$ cat config.mk
export PLATFORM = sky130hd
export DESIGN_NAME = vlc_code_merger
export DESIGN_NICKNAME = d
export VERILOG_FILES = /design/src/rtl/vlc_code_merger.sv
export SDC_FILE = /design/constraint.sdc
export NUM_CORES = 1
export LEC_CHECK = 0
export ABC_AREA = 1
export CAP_MARGIN = 20
export CORE_AREA = 5 5 211 213
export CTS_CLUSTER_DIAMETER = 150
export DETAILED_ROUTE_END_ITERATION = 7
export DIE_AREA = 0 0 216 218
export GPL_TIMING_DRIVEN = 0
export MAX_ROUTING_LAYER = met4
export PLACE_DENSITY = 0.7
export SYNTH_ARGS = -nofsm -noshare
export SYNTH_HDL_FRONTEND = slang
export SYNTH_SLANG_ARGS = --single-unit
$ cat constraint.sdc
create_clock -name clock -period 6.6 [get_ports clock]
set_input_delay 1.98 -clock clock [delete_from_list [all_inputs] [get_ports clock]]
set_output_delay 1.98 -clock clock [all_outputs]
set_load 0.01 [all_outputs]
$ cat src/rtl/vlc_code_merger.sv
// vlc_code_merger: concatenates up to NUM_CH variable-length codes per cycle into one
// (val, size_of_bit) word and buffers it, with a flush marker, in a DEPTH-entry FIFO.
module vlc_code_merger #(
    parameter int unsigned NUM_CH = 2,
    parameter int unsigned CODE_W = 32,
    parameter int unsigned OUT_W  = 64,
    parameter int unsigned DEPTH  = 4
) (
    input  logic                      clock,
    input  logic                      reset_n,
    input  logic [NUM_CH-1:0]         enable,
    input  logic [NUM_CH*32-1:0]      LENGTH,
    input  logic [NUM_CH*CODE_W-1:0]  SUM,
    input  logic                      flush,
    output logic                      in_ready,
    input  logic                      out_ready,
    output logic                      output_enable,
    output logic [OUT_W-1:0]          val,
    output logic [OUT_W-1:0]          size_of_bit,
    output logic                      flush_bit,
    output logic [$clog2(DEPTH):0]    level,
    output logic                      overflow,
    output logic                      length_err
);

    localparam int unsigned PTR_W = $clog2(DEPTH);
    localparam int unsigned LVL_W = PTR_W + 1;
    localparam logic [31:0] CODE_W_LEN = 32'(CODE_W);
    localparam logic [LVL_W-1:0] FULL_LEVEL = LVL_W'(DEPTH);

    logic [31:0]       eff_len [NUM_CH];
    logic              len_bad;
    logic              beat;
    logic [OUT_W-1:0]  acc;
    logic [OUT_W-1:0]  tot;
    logic              write_en;
    logic              pop;

    logic [OUT_W-1:0]  mem_val  [DEPTH];
    logic [OUT_W-1:0]  mem_size [DEPTH];
    logic [DEPTH-1:0]  mem_flush;
    logic [PTR_W-1:0]  wr_ptr;
    logic [PTR_W-1:0]  rd_ptr;

    // Per-channel length clamp; disabled channels contribute nothing.
    always_comb begin
        len_bad = 1'b0;
        for (int i = 0; i < NUM_CH; i++) begin
            eff_len[i] = 32'd0;
            if (enable[i]) begin
                if (LENGTH[i*32 +: 32] > CODE_W_LEN) begin
                    eff_len[i] = CODE_W_LEN;
                    len_bad    = 1'b1;
                end else begin
                    eff_len[i] = LENGTH[i*32 +: 32];
                end
            end
        end
    end

    // Merge codes in channel order; channel 0 ends up most significant.
    always_comb begin
        acc = '0;
        tot = '0;
        for (int i = 0; i < NUM_CH; i++) begin
            // Shifting all-ones by the full width yields zero, so the mask covers eff_len = OUT_W.
            acc = (acc << eff_len[i])
                | (OUT_W'(SUM[i*CODE_W +: CODE_W]) & ~({OUT_W{1'b1}} << eff_len[i]));
            tot = tot + OUT_W'(eff_len[i]);
        end
    end

    // Handshake decode; in_ready looks only at level so a full FIFO rejects even while popping.
    always_comb begin
        beat          = (|enable) | flush;
        in_ready      = (level != FULL_LEVEL);
        output_enable = (level != '0);
        write_en      = beat & in_ready;
        pop           = output_enable & out_ready;
    end

    // Head entry presented downstream; zeros while empty.
    always_comb begin
        val         = '0;
        size_of_bit = '0;
        flush_bit   = 1'b0;
        if (output_enable) begin
            val         = mem_val[rd_ptr];
            size_of_bit = mem_size[rd_ptr];
            flush_bit   = mem_flush[rd_ptr];
        end
    end

    // FIFO storage; contents need no reset because level gates every read.
    always_ff @(posedge clock) begin
        if (write_en) begin
            mem_val[wr_ptr]   <= acc;
            mem_size[wr_ptr]  <= tot;
            mem_flush[wr_ptr] <= flush;
        end
    end

    // Pointers, occupancy and sticky error flags.
    always_ff @(posedge clock or negedge reset_n) begin
        if (!reset_n) begin
            wr_ptr     <= '0;
            rd_ptr     <= '0;
            level      <= '0;
            overflow   <= 1'b0;
            length_err <= 1'b0;
        end else begin
            if (write_en) begin
                wr_ptr <= wr_ptr + 1'b1;
            end
            if (pop) begin
                rd_ptr <= rd_ptr + 1'b1;
            end
            unique case ({write_en, pop})
                2'b10:   level <= level + 1'b1;
                2'b01:   level <= level - 1'b1;
                default: level <= level;
            endcase
            overflow   <= overflow | (beat & ~in_ready);
            length_err <= length_err | len_bad;
        end
    end

endmodule

==> flow_summary.toml <==
[grt]
grt_pass1_vias = 18440
grt_max_degree = 30
grt_first_pass_wirelength_mm = 114
use_met2_pct = 51.3
grt-ovfl-total = 0
use_met1_pct = 45.1
antenna_found_initial = 0
grt_util_all_layers_pct = 32.6
grt_busiest_layer = "met2"
grt_use_met3_pct = 4.30

[place]
dp.final_hpwl_mm = 56.9
port_buffers = 235
gp_congestion = 1.01
place_inst = 3230
place_area_um2 = 25000
pre_cts_slack_ns = 0.266

[sta]
min_period_over_period_pct = 92.0
finClkSkew_ns = 0.0179
tightest_slew_ns = 1.09
maxSlewViolCount = 0
fmax_ghz = 0.165
maxSlewHeadroom_pct = 26.7
setup_viol = 0
fin_ws_ns = 0.531
rsz0062_at_grt = "no"
finalHoldViolations = 0
fin_crit_ns = 6.07
tns_ns = 0

[logic_synthesis]
synth_edf_count = 392
netlist_top_cells_area = "edfxtp_1 (55%), nor2_1 (8.6%), o21ai_0 (6.1%)"
synth_ff_type = "edfxtp_1"
synth_cell_types = 53
ys_warn_count = 0
synthCells = 2353
synth_top_area_cell = "edfxtp_1"
yosysSeqAreaShare_pct = 56.2
syn_area_um2 = 21300
post-synth-top-area-fraction_pct = 55.2
async_flop_share_pct = 2.24
avgSynthCellArea_um2 = 9.07
synth-seq-cells = 401

[finish]
fin_cells = 3309
nNetsFinal = 2901
seq_area_um2 = 12000
multiInputGateArea_um2 = 8500
fin_area_um2 = 26400
area_delta_synth_final_pct = 23.6
nFillCells = 3599
drive_gt1_share_pct = 6.01

[setup_path]
reg2regPathDepth = 6
cp-end-kind = "output pin"
reg2reg_from = "level[0]"
worstPathArrival_ns = 4.09
critPathLaunch = "rd_ptr[0]"
worstSetupPathType = "reg -> out"
cp_max_fo = 11
critPathRequiredTime_ns = 4.62
crit_path_end = "size_of_bit[3]"
start_kind = "register"
r2r_slack_ns = 3.88
r2r_end = "mem_size[2][13]"

[clock_tree]
root_buffer = "clkbuf_16"
clk_latency_ns = 0.58
cts_resized = 0
htree_levels = 2
clockBufferDepth = 3
cts_tree = "yes"
cts.reportedPaths.clkPinSlew_ns = 0.06
numClockSinks = 401
cts_buffers = 42
holdBufCountCts = 0
postCtsSetupBuffers = 0

[pwr]
switchingPower_mw = 4.38
leakagePower_nw = 10.1
p_total_mw = 11.5
combPwrFrac_pct = 44.9
p_int_mw = 7.15
vdd_drop_max_mv = 0.306
power.density_nw_per_um2 = 437
swShare_pct = 38.0
p_seq_share_pct = 34.8
power.share.clock_pct = 20.3

[drt]
routedWlPerCell_um = 23.1
via_per_inst = 5.74
drcViolationCount = 0
drtIter0Drc = 2257
wl_mm = 76.3
firstDrtPassIters = 8
ant_nets = 0
vias = 18998

[floorplan]
die_area_um2 = 47100
start_util_pct = 50.2
io_pins = 270
core-area_um2 = 42500
die_x_um = 216
die_h_um = 218
rows = 76

[min_path]
hold_path.class = "reg -> reg"

[run_status]
status = "completed"

[run]
drv_cap = 0
==> cell type report <==
class | count | area share, %
clock buffer | 59 | 4.42
sequential | 401 | 45.5
timing repair buffer | 249 | 9.95
clock inverter | 19 | 0.793
tap | 546 | 2.59
antenna | 1 | 0.00949
inverter | 103 | 1.47
multi-input combinational | 1768 | 32.2
buffer | 163 | 3.03
==> cells in the final DEF (no fill, tap or decap), types with 4 or more instances in the layout <==
cell             synthesis  routed
and2_1                   4       4
clkbuf_16                0      42
o21a_1                   6       6
edfxtp_1               392     392
dfrtp_1                  9       9
o21ai_0                260     260
clkinv_2                 0       5
clkinv_1                 1       7
nor2_4                   2       6
clkdlybuf4s50_1          0     235
o21bai_1                 5       5
nor3_1                  13      12
nor4_1                   4       4
xnor2_1                 11      11
buf_1                   17      17
inv_1                   95      95
conb_1                   1      83
buf_6                    4       5
nor2_1                 488     484
o21ai_1                 32      32
nand4_1                 27      27
buf_4                   34      34
nor2_2                   5       5
xor2_1                  23      23
o22ai_1                  4       4
buf_2                   23      23
ha_1                    37      37
a21oi_1                155     155
clkbuf_1                85      97
o211ai_1                 9       9
clkbuf_8                 0       5
nand2_1                303     303
inv_2                    7       7
nand3_1                259     259
buf_12                   0      13
==> registers in the layout (all words and copies together), names as in the netlist <==
name        count
mem_val       256
mem_size      132
mem_flush       4
level           3
rd_ptr          2
wr_ptr          2
length_err      1
overflow        1
==> worst max-delay path, cell delays in order (launching register included) <==
cell             delay [ns]
dfrtp_1                0.32
clkbuf_1               0.51
clkbuf_1               0.78
clkbuf_1               0.71
nor2_1                 0.12
nor2_1                 0.15
o21ai_0                0.13
a21oi_1                0.19
clkdlybuf4s50_1        0.59
==> worst min-delay path by stage <==
stage,startpoint,end,slack (ns),depth (start not counted)
after floorplan,overflow,overflow,0.51,1
after global placement,overflow,overflow,0.46,1
after detailed placement,overflow,overflow,0.50,1
after CTS,overflow,overflow,0.51,1
after global routing,overflow,overflow,0.53,1
final,overflow,overflow,0.51,1
==> power groups by stage <==
stage	clock, mW	combinational, mW	sequential, mW
4_1_cts	2.35	5.14	4.01
5_1_grt	2.46	5.57	4.07
2_1_floorplan	0	2.48	4.16
3_3_place_gp	0	4.82	4.30
6_report	2.35	5.18	4.01
3_5_place_dp	0	5.09	4.06
==> routing by layer <==
layer	vias up	part of all wire, %
met3	117	7.6
met1	9081	43
met4	0	3.1
met5	-	0
li1	8851	-
met2	949	47
==> kinds of logic (layout without fill, tap and decap cells) <==
kind of cell,after synthesis,in the layout,synth area share (%)
buffers and inverters,266,593,5.55
DFF,401,401,56.2
adders and majority gates,39,39,2.36
and+or+nand+nor,1116,1116,22.2
xor gates and xnor gates,34,34,1.40
other,1,84,0.0176
AOI/OAI and AO/OA,496,496,12.3
==> synth_stat cells, types with 2 or more instances <==
master,n
buf_1,17
nor3_1,13
o21ai_1,32
a21oi_1,155
nand2_1,303
o211ai_1,9
nor2_1,488
nand3_1,259
o21a_1,6
nor2_8,2
nand4_1,27
o221ai_1,3
a21boi_1,3
o21bai_1,5
fa_1,2
edfxtp_1,392
xnor2_1,11
xor2_1,23
dfrtp_1,9
and2_1,4
o22ai_1,4
clkbuf_1,85
o21ai_0,260
inv_1,95
nand3b_1,2
nor2_4,2
ha_1,37
a21boi_0,2
buf_2,23
o21ai_2,2
a31oi_1,2
buf_4,34
buf_6,4
inv_2,7
nor4_1,4
o2111ai_1,3
nor2_2,5
nand4_2,2
o31ai_1,3
==> through the flow <==
step | hold WS, ns | util, %
after detailed placement | 0.497 | 58.8
after CTS | 0.511 | 62.0
final | 0.506 | 62.0
after floorplan | 0.513 | -
after global placement | 0.462 | 58.1
after global routing | 0.531 | 62.0
Note: power is estimated with default switching activity, not from simulation.
